`src/rtl/sram_arb_pkg.sv`:
```
// ---------------------------------------------------------------------------
// sram_arb_pkg
//
// Shared definitions for the two-port external SRAM arbiter:
//   - state_t    : controller FSM states
//   - PORT_A/B   : owner / grant identifiers (A = Atom CPU, B = DMA/loader)
//   - ADDR_W_DEF : default SRAM address width (256K x 8 device)
//   - max_int    : helper used to size the shared wait counter
// ---------------------------------------------------------------------------
package sram_arb_pkg;

    localparam int ADDR_W_DEF = 18;

    localparam logic PORT_A = 1'b0;
    localparam logic PORT_B = 1'b1;

    typedef enum logic [2:0] {
        ST_IDLE     = 3'd0,
        ST_RD       = 3'd1,
        ST_WR_SETUP = 3'd2,
        ST_WR_PULSE = 3'd3,
        ST_WR_HOLD  = 3'd4,
        ST_DONE     = 3'd5
    } state_t;

    function automatic int max_int(input int x, input int y);
        return (x > y) ? x : y;
    endfunction

endpackage

```
`src/rtl/sram_rr_pick.sv`:
```
// ---------------------------------------------------------------------------
// sram_rr_pick
//
// Two-way round-robin picker, purely combinational.
//   a_req, b_req : pending requests
//   last_grant   : port that won the previous arbitration
//   grant_valid  : at least one request is pending
//   grant_id     : winning port (PORT_A / PORT_B)
// A lone requester always wins; on contention the port that did not win
// last time is chosen.
// ---------------------------------------------------------------------------
module sram_rr_pick
    import sram_arb_pkg::*;
(
    input  logic a_req,
    input  logic b_req,
    input  logic last_grant,
    output logic grant_valid,
    output logic grant_id
);

    always_comb begin
        grant_valid = a_req | b_req;
        grant_id    = PORT_A;
        if (a_req && b_req) begin
            grant_id = ~last_grant;
        end else if (b_req) begin
            grant_id = PORT_B;
        end
    end

endmodule

```
`src/rtl/sram_arbiter.sv`:
```
// ---------------------------------------------------------------------------
// sram_arbiter
//
// Shares one asynchronous 256K x 8 SRAM between port A (Atom CPU) and
// port B (DMA/loader). Every output is a register.
//
// Ports:
//   clk, reset            : system clock, synchronous active-high reset
//   a_req/a_we/a_addr/a_wdata -> a_ack/a_rdata : port A request / response
//   b_req/b_we/b_addr/b_wdata -> b_ack/b_rdata : port B request / response
//   ext_RAMCS_b/OE_b/WE_b : active-low SRAM strobes
//   ext_RAMA/ext_RAMDout  : SRAM address / write data
//   ext_RAMDin            : SRAM read data
//   busy                  : high whenever the controller is not IDLE
//
// Handshake: a requester raises req with addr/we/wdata stable and holds them
// until it samples ack=1 (a one-cycle pulse); it may drop req or present the
// next request on the following cycle. The non-owner's req is ignored until
// the controller returns to IDLE.
//
// Sequences (G = IDLE grant cycle):
//   read : RD x RD_CYCLES (CS/OE low), DONE -> ack at G+RD_CYCLES+1
//   write: WR_SETUP, WR_PULSE x WE_CYCLES (WE low), WR_HOLD, DONE
//          -> ack at G+WE_CYCLES+3
// ---------------------------------------------------------------------------
module sram_arbiter
    import sram_arb_pkg::*;
#(
    parameter int ADDR_W    = ADDR_W_DEF,
    parameter int RD_CYCLES = 2,
    parameter int WE_CYCLES = 2
) (
    input  logic              clk,
    input  logic              reset,

    input  logic              a_req,
    input  logic              a_we,
    input  logic [ADDR_W-1:0] a_addr,
    input  logic [7:0]        a_wdata,
    output logic              a_ack,
    output logic [7:0]        a_rdata,

    input  logic              b_req,
    input  logic              b_we,
    input  logic [ADDR_W-1:0] b_addr,
    input  logic [7:0]        b_wdata,
    output logic              b_ack,
    output logic [7:0]        b_rdata,

    output logic              ext_RAMCS_b,
    output logic              ext_RAMOE_b,
    output logic              ext_RAMWE_b,
    output logic [ADDR_W-1:0] ext_RAMA,
    output logic [7:0]        ext_RAMDout,
    input  logic [7:0]        ext_RAMDin,

    output logic              busy
);

    localparam int CNT_W = $clog2(max_int(RD_CYCLES, WE_CYCLES)) + 1;

    state_t             state;
    state_t             state_next;
    logic [CNT_W-1:0]   cnt;
    logic [CNT_W-1:0]   cnt_next;
    logic               last_grant;
    logic               owner;

    logic               grant_valid;
    logic               grant_id;
    logic               grant_take;

    logic               sel_we;
    logic [ADDR_W-1:0]  sel_addr;
    logic [7:0]         sel_wdata;

    sram_rr_pick u_pick (
        .a_req       (a_req),
        .b_req       (b_req),
        .last_grant  (last_grant),
        .grant_valid (grant_valid),
        .grant_id    (grant_id)
    );

    // Request fields of whichever port the picker selected.
    always_comb begin
        sel_we    = a_we;
        sel_addr  = a_addr;
        sel_wdata = a_wdata;
        if (grant_id == PORT_B) begin
            sel_we    = b_we;
            sel_addr  = b_addr;
            sel_wdata = b_wdata;
        end
    end

    // Next-state logic. The wait counter is reloaded on entry to RD and
    // WR_PULSE with (length - 1) and the state is left when it reaches 0.
    always_comb begin
        state_next = state;
        cnt_next   = cnt;
        grant_take = 1'b0;
        unique case (state)
            ST_IDLE: begin
                if (grant_valid) begin
                    grant_take = 1'b1;
                    if (sel_we) begin
                        state_next = ST_WR_SETUP;
                    end else begin
                        state_next = ST_RD;
                        cnt_next   = CNT_W'(RD_CYCLES - 1);
                    end
                end
            end
            ST_RD: begin
                if (cnt == '0) begin
                    state_next = ST_DONE;
                end else begin
                    cnt_next = cnt - 1'b1;
                end
            end
            ST_WR_SETUP: begin
                state_next = ST_WR_PULSE;
                cnt_next   = CNT_W'(WE_CYCLES - 1);
            end
            ST_WR_PULSE: begin
                if (cnt == '0) begin
                    state_next = ST_WR_HOLD;
                end else begin
                    cnt_next = cnt - 1'b1;
                end
            end
            ST_WR_HOLD: begin
                state_next = ST_DONE;
            end
            ST_DONE: begin
                // Always pass through IDLE so a req still high during the
                // ack cycle is not granted a second time.
                state_next = ST_IDLE;
            end
            default: begin
                state_next = ST_IDLE;
            end
        endcase
    end

    // State register plus registered outputs. Strobes are decoded from
    // state_next so they line up exactly with the state they belong to.
    // Address/data only change at the grant edge (entry to RD/WR_SETUP),
    // which keeps them away from the WE falling edge one cycle later.
    always_ff @(posedge clk) begin
        if (reset) begin
            state       <= ST_IDLE;
            cnt         <= '0;
            last_grant  <= PORT_B;
            owner       <= PORT_A;
            ext_RAMA    <= '0;
            ext_RAMDout <= '0;
            ext_RAMCS_b <= 1'b1;
            ext_RAMOE_b <= 1'b1;
            ext_RAMWE_b <= 1'b1;
            a_ack       <= 1'b0;
            b_ack       <= 1'b0;
            a_rdata     <= '0;
            b_rdata     <= '0;
            busy        <= 1'b0;
        end else begin
            state <= state_next;
            cnt   <= cnt_next;

            if (grant_take) begin
                owner       <= grant_id;
                last_grant  <= grant_id;
                ext_RAMA    <= sel_addr;
                ext_RAMDout <= sel_wdata;
            end

            ext_RAMCS_b <= !((state_next == ST_RD)       ||
                             (state_next == ST_WR_SETUP) ||
                             (state_next == ST_WR_PULSE) ||
                             (state_next == ST_WR_HOLD));
            ext_RAMOE_b <= (state_next != ST_RD);
            ext_RAMWE_b <= (state_next != ST_WR_PULSE);
            busy        <= (state_next != ST_IDLE);

            // owner is fixed from the grant edge onward, so it is valid here.
            a_ack <= (state_next == ST_DONE) && (owner == PORT_A);
            b_ack <= (state_next == ST_DONE) && (owner == PORT_B);

            // Sample read data at the end of the last OE-low cycle.
            if ((state == ST_RD) && (cnt == '0)) begin
                if (owner == PORT_A) begin
                    a_rdata <= ext_RAMDin;
                end else begin
                    b_rdata <= ext_RAMDin;
                end
            end
        end
    end

endmodule
```
`config.mk`:
```
export PLATFORM = sky130hd
export DESIGN_NAME = sram_arbiter
export DESIGN_NICKNAME = d
export VERILOG_FILES = /design/src/rtl/sram_arb_pkg.sv /design/src/rtl/sram_rr_pick.sv /design/src/rtl/sram_arbiter.sv
export SDC_FILE = /design/constraint.sdc
export NUM_CORES = 1
export LEC_CHECK = 0
export BUFFER_PORTS_ARGS = -buffer_cell sky130_fd_sc_hd__buf_2
export CAP_MARGIN = 20
export CELL_PAD_IN_SITES_DETAIL_PLACEMENT = 2
export CELL_PAD_IN_SITES_GLOBAL_PLACEMENT = 2
export CORE_MARGIN = 1.5
export CORE_UTILIZATION = 27
export CTS_CLUSTER_SIZE = 24
export DETAILED_ROUTE_END_ITERATION = 8
export GPL_TIMING_DRIVEN = 0
export PLACE_DENSITY = 0.85
export SYNTH_ARGS = -nofsm -noshare
export SYNTH_HDL_FRONTEND = slang
export SYNTH_SLANG_ARGS = --single-unit
export TNS_END_PERCENT = 100
```
`constraint.sdc`:
```
create_clock -name clk -period 3.7 [get_ports clk]
set_input_delay 0.37 -clock clk [delete_from_list [all_inputs] [get_ports clk]]
set_output_delay 0.37 -clock clk [all_outputs]
set_load 0.03 [all_outputs]
```
* Word-level counts from Yosys, hierarchy flattened
Cells that the tools add are included.
Word-level totals: output and inout port bits 48, flip-flop bits (word level) 55, bits of input ports 66, logic and storage cells 64
Cells by class: add/subtract/negate cells 1, reductions and logical operators 16, bitwise logic cells 3, multiplexer cells 16, equality and inequality tests 14
Operators by type and width (number):
- $mux 18 | 1
- $pmux 3 s5 | 1
- $eq 3x2->1 const B | 4
- $eq 3x3->1 const B | 3
- $mux 3 | 3
- $mux 2 | 4
- $mux 8 | 1
- $eq 3x1->1 const B | 2
- $ne 2x2->1 const B | 3
- $pmux 2 s3 | 1
- $reduce_bool 3->1 | 2
- $mux 1 | 5
- $logic_and 1x1->1 | 4
- $reduce_and 2->1 | 2
- $reduce_and 4->1 | 1
- $logic_not 3->1 | 1
- $logic_or 1x1->1 | 3
- $ne 3x1->1 const B | 1
- $ne 3x2->1 const B | 1
- $logic_not 2->1 | 1
- $not 1->1 | 2
- $reduce_or 2->1 | 1
- $sub 2x1->2 const B | 1
- $logic_not 1->1 | 1
- $or 1x1->1 | 1

* Depth between registers and ports, before layout
depth after elaboration 11, depth in mapped cells 7, depth with buffers taken out 6

* Cells and area by module
From an unflattened synthesis, not the netlist that was laid out.
Unflattened totals: cells, all modules 240, area, all modules 2417.3 µm²
By module, submodules not included:
- sram_arbiter | area an instance 2403.6 µm², times used 1, cells each 238, seq. area each 1101.1 µm²
- sram_rr_pick | area an instance 13.8 µm², times used 1, cells each 2, seq. area each 0.0 µm²

* Worst setup path before layout
No wires, ideal clock.
path kind register -> register, start register cnt[0], end register b_rdata[0], buffers on the path 1, arrival 1.369 ns, required time 3.568 ns, period minus slack after synthesis 1.501 ns, setup time 0.132 ns, setup slack 2.199 ns, stages on the path, launching flop included 8, cell sequence dfxtp_1 -> inv_1 -> ha_1 -> nand2_4 -> or4b_1 -> buf_2 -> nand2_1 -> a21oi_1
Between the ends: word-level cells in the longest chain between the ends 3
Ends and longest elaborated chain:
- start, declared | line sram_arbiter.sv:64 | logic [CNT_W-1:0] cnt;
- start signal, assigned | line sram_arbiter.sv:169 | cnt <= cnt_next;
- $logic_not 2->1 | line sram_arbiter.sv:191 | if ((state == ST_RD) && (cnt == '0)) begin
- $logic_and 1x1->1 | line sram_arbiter.sv:191
- $reduce_and 2->1 (no line)
- end signal, assigned | line sram_arbiter.sv:195 | b_rdata <= ext_RAMDin;
- end, declared | line sram_arbiter.sv:48 | output logic [7:0] b_rdata,
Every way passes these cells. A chain may end at the register's enable or synchronous reset.

* Final worst setup path
start register cnt[0], end register b_rdata[4]
Same word-level chain as after synthesis.

==> impl_table.tex <==
\begin{tabular}{lr}
\hline
Metric & Value \\
\hline
\multicolumn{2}{l}{\textbf{Status}} \\
Status & finished clean \\
\multicolumn{2}{l}{\textbf{Synth}} \\
Library cell occupying the most area in the post-synthesis netlist & sky130\_fd\_sc\_hd\_\_dfxtp\_1 \\
Largest cells by area after synthesis & sky130\_fd\_sc\_hd\_\_dfxtp\_1 (47\%), sky130\_fd\_sc\_hd\_\_mux2i\_1 (11\%), sky130\_fd\_sc\_hd\_\_a211oi\_1 (6.7\%), sky130\_fd\_sc\_hd\_\_nand2\_1 (5.4\%), sky130\_fd\_sc\_hd\_\_nor2\_1 (4.9\%) \\
Number of flops mapped to enable cells by yosys & 0 \\
Share of Yosys cell area claimed by the top area cell type & a little under half \\
FFs w/ async S/R, synth & 0\% \\
Cell area after synthesis & 0.00235 mm\^{}2 \\
Seq/Total Area, Yosys & a little under half \\
Net count after synthesis & between 300 and 400 \\
Post-Synthesis Cells & between 200 and 300 \\
Number of distinct library cell variants in the gate-level netlist after synthesis & 38 \\
Most instantiated flip-flop cell in the synthesis netlist & sky130\_fd\_sc\_hd\_\_dfxtp\_1 \\
Avg Synthesized Cell Area & $\sim$9.4 um\^{}2 \\
Count of state elements after synthesis & 55 \\
Count of warnings emitted by yosys & 0 \\
\multicolumn{2}{l}{\textbf{Clock tree}} \\
H-tree lvl count & 2 \\
Number of gates resized after CTS & 0 \\
Cts hold-fix bufs & 0 \\
Clock Sinks & 55 \\
CTS tree & done \\
TritonCTS buffer count & 5 \\
Maximum clock path buffer count & 2 \\
Clock insertion delay at the later pin of the skew report & about 0.31 ns \\
Clock input transition at the sequential cells of the worst setup and hold paths & around 0.1 ns \\
Setup Buffers After CTS & 0 \\
Root buffer cell & sky130\_fd\_sc\_hd\_\_clkbuf\_8 \\
\multicolumn{2}{l}{\textbf{Placement}} \\
Worst setup slack before clock tree synthesis & between 1.5 and 2 ns \\
Placer Congestion & 0.751 \\
DP HPWL & approximately 5900 um \\
PortBufs & 112 \\
\multicolumn{2}{l}{\textbf{Detailed routing}} \\
Via density & $\sim$4.8 \\
Routed wire length & $\sim$7500 um \\
Average routed wire per standard cell & about 16 um \\
Residual DRC count & 0 \\
Count of TritonRoute iterations in the first routing pass & 4 \\
Iteration-0 DRC Markers & 30 \\
Antenna-violating nets left & 0 \\
Total via count in the routed design & between 2000 and 2500 \\
\multicolumn{2}{l}{\textbf{Floorplanning}} \\
Die Width & 96.4 um \\
Core area & approximately 0.0083 mm\^{}2 \\
Die Y-Extent & approximately 96 um \\
DIE AREA & between 0.009 and 0.01 mm\^{}2 \\
Effective utilization at floorplan & about 28\% \\
Rows & 33 \\
Boundary pin count & 114 \\
\multicolumn{2}{l}{\textbf{Timing}} \\
Final setup slack of the worst path & 2.00 ns \\
Total Neg Setup Slack & 0 ns \\
Shortest clock period the worst path allows after layout & 1.70 ns \\
RSZ-0062 raised after global routing & no \\
Max-slew violations & 0 \\
Max-slew headroom at the worst pin & 61.4\% \\
Final Hold Viols & 0 \\
Achievable Freq & roughly 590 MHz \\
Worst-Margin Slew & 0.578 ns \\
Setup violations, final & 0 \\
Fraction of the cycle the final worst path needs & between 40\% and 50\% \\
Largest clock skew in the final design & 0.00299 ns \\
\multicolumn{2}{l}{\textbf{Critical path}} \\
Kind of critical path & flip-flop to flip-flop \\
Kind of launch point of the worst setup path & flip-flop \\
Reg-to-reg slack, setup & around 2.0 ns \\
CP Data Required Time & approximately 3.9 ns \\
Setup crit end kind & flip-flop \\
Arr. time, crit path & roughly 1.9 ns \\
Highest net fanout along the worst path & 9 \\
\multicolumn{2}{l}{\textbf{Pwr}} \\
Pwr dens & $\sim$650 mW/mm\^{}2 \\
Total power draw & 2.04 mW \\
Leak Pwr & 1.43 nW \\
VDD IR max & around 0.21 mV \\
\multicolumn{2}{l}{\textbf{GRT}} \\
Antenna violations before repair & 0 \\
Total grt overflow & 0 \\
Tot GR Track Use & 17.1\% \\
Via count of the first global-routing pass & between 2000 and 2500 \\
Maximum number of pins on one net before global-route repair & 17 \\
First-pass GRT wire length & approximately 12000 um \\
\multicolumn{2}{l}{\textbf{Layout}} \\
Area delta synth->final & 34.4\% \\
Diode insertion count for antenna repair & 0 \\
Layout cell share with drive strength beyond 1 & 38.8\% \\
Final nets & about 440 \\
\multicolumn{2}{l}{\textbf{Worst hold path}} \\
Classification of the worst-slack hold path & primary input to flip-flop \\
\multicolumn{2}{l}{\textbf{Flow run}} \\
Maximum Capacitance Violations & 0 \\
\hline
\end{tabular}
-- report_power, final --
group          total, mW  switching [mW]  internal [mW]
clock network      0.418           0.199          0.219
registers          0.788          0.0734          0.714
logic              0.836           0.550          0.286
-- cells by family (layout without fill, tap and decap cells) --
| group | count (synthesis) | after routing | synth area share (%) |
|---|---|---|---|
| compound gates | 60 | 60 | 18.0 |
| fa+ha+maj | 1 | 1 | 0.531 |
| buf+inv | 24 | 144 | 5.74 |
| flops | 55 | 55 | 46.8 |
| mux | 27 | 27 | 11.5 |
| simple gates | 84 | 84 | 17.4 |
-- final timing paths --
check                      from          to  depth (start not counted)
setup / recovery         cnt[0]  b_rdata[4]                          7
hold / removal    ext_RAMDin[1]  b_rdata[1]                          3
setup reg to reg         cnt[0]  b_rdata[4]                          7
hold reg to reg      b_rdata[2]  b_rdata[2]                          2
-- metrics by stage --
| stage | cells | hold slack [ns] | cell area [um^2] | utilization, % |
|---|---|---|---|---|
| floorplan | 251 | 0.461 | 2350 | - |
| global placement | 468 | 0.441 | 3050 | 36.5 |
| detailed placement | 468 | 0.453 | 3050 | 36.5 |
| CTS | 476 | 0.292 | 3160 | 37.9 |
| global route | 476 | 0.314 | 3160 | 37.9 |
| finish | 476 | 0.299 | 3160 | 37.9 |
-- critical path: stages, from the launching register on --
cell                      delay (ns)
sky130_fd_sc_hd__dfxtp_1        0.34
sky130_fd_sc_hd__inv_1          0.06
sky130_fd_sc_hd__ha_1           0.21
sky130_fd_sc_hd__nand2_4        0.11
sky130_fd_sc_hd__or4b_1         0.48
sky130_fd_sc_hd__buf_2          0.20
sky130_fd_sc_hd__nand2_1        0.10
sky130_fd_sc_hd__a21oi_1        0.06
-- cell type report --
class                           instances  area (um^2)
Fill cell                            1010         5180
Sequential cell                        55         1100
Tap cell                              105          131
Inverter                                5         18.8
Clock inverter                          2         35.0
Buffer                                 19          116
Timing Repair Buffer                  112          561
Multi-Input combinational cell        172         1120
Clock buffer                            6         82.6
-- layout by cell type, fill, tap and decap left out, drive strengths merged, types with 2 or more instances in the layout --
cell type  instances
inv                5
clkbuf            13
dfxtp             55
nor4               2
a22oi              2
buf              124
nand2             35
nand2b             3
mux2i             26
or2                2
a211oi            26
a21oi             23
nor2              31
nand3              3
a32oi              2
-- synth_stat cells (2+ instances only) --
master	count
sky130_fd_sc_hd__dfxtp_1	55
sky130_fd_sc_hd__clkbuf_1	7
sky130_fd_sc_hd__a211oi_2	5
sky130_fd_sc_hd__nor2_1	31
sky130_fd_sc_hd__a22oi_1	2
sky130_fd_sc_hd__a21oi_1	23
sky130_fd_sc_hd__buf_2	6
sky130_fd_sc_hd__buf_4	2
sky130_fd_sc_hd__inv_1	5
sky130_fd_sc_hd__nand2_1	34
sky130_fd_sc_hd__nand2b_1	3
sky130_fd_sc_hd__buf_6	4
sky130_fd_sc_hd__mux2i_1	26
sky130_fd_sc_hd__nand3_1	3
sky130_fd_sc_hd__a32oi_1	2
sky130_fd_sc_hd__a211oi_1	21
-- flip-flops by register name, indices dropped and copies added, names as in the netlist --
| name | count |
|---|---|
| ext_RAMWE_b | 1 |
| ext_RAMA | 18 |
| ext_RAMDout | 8 |
| a_rdata | 8 |
| last_grant | 1 |
| ext_RAMOE_b | 1 |
| cnt | 2 |
| owner | 1 |
| b_ack | 1 |
| state | 3 |
| busy | 1 |
| b_rdata | 8 |
| a_ack | 1 |
| ext_RAMCS_b | 1 |
-- per-layer routing --
metal / vias up / track usage [%] / part of all wire, %
met5: - / 0 / 0
met4: 0 / 3.62 / 0.83
met3: 6 / 4.69 / 7.2
met2: 85 / 31.7 / 50
met1: 1101 / 19.4 / 42
li1: 1115 / - / -
Power figures use the tool's default switching activity.
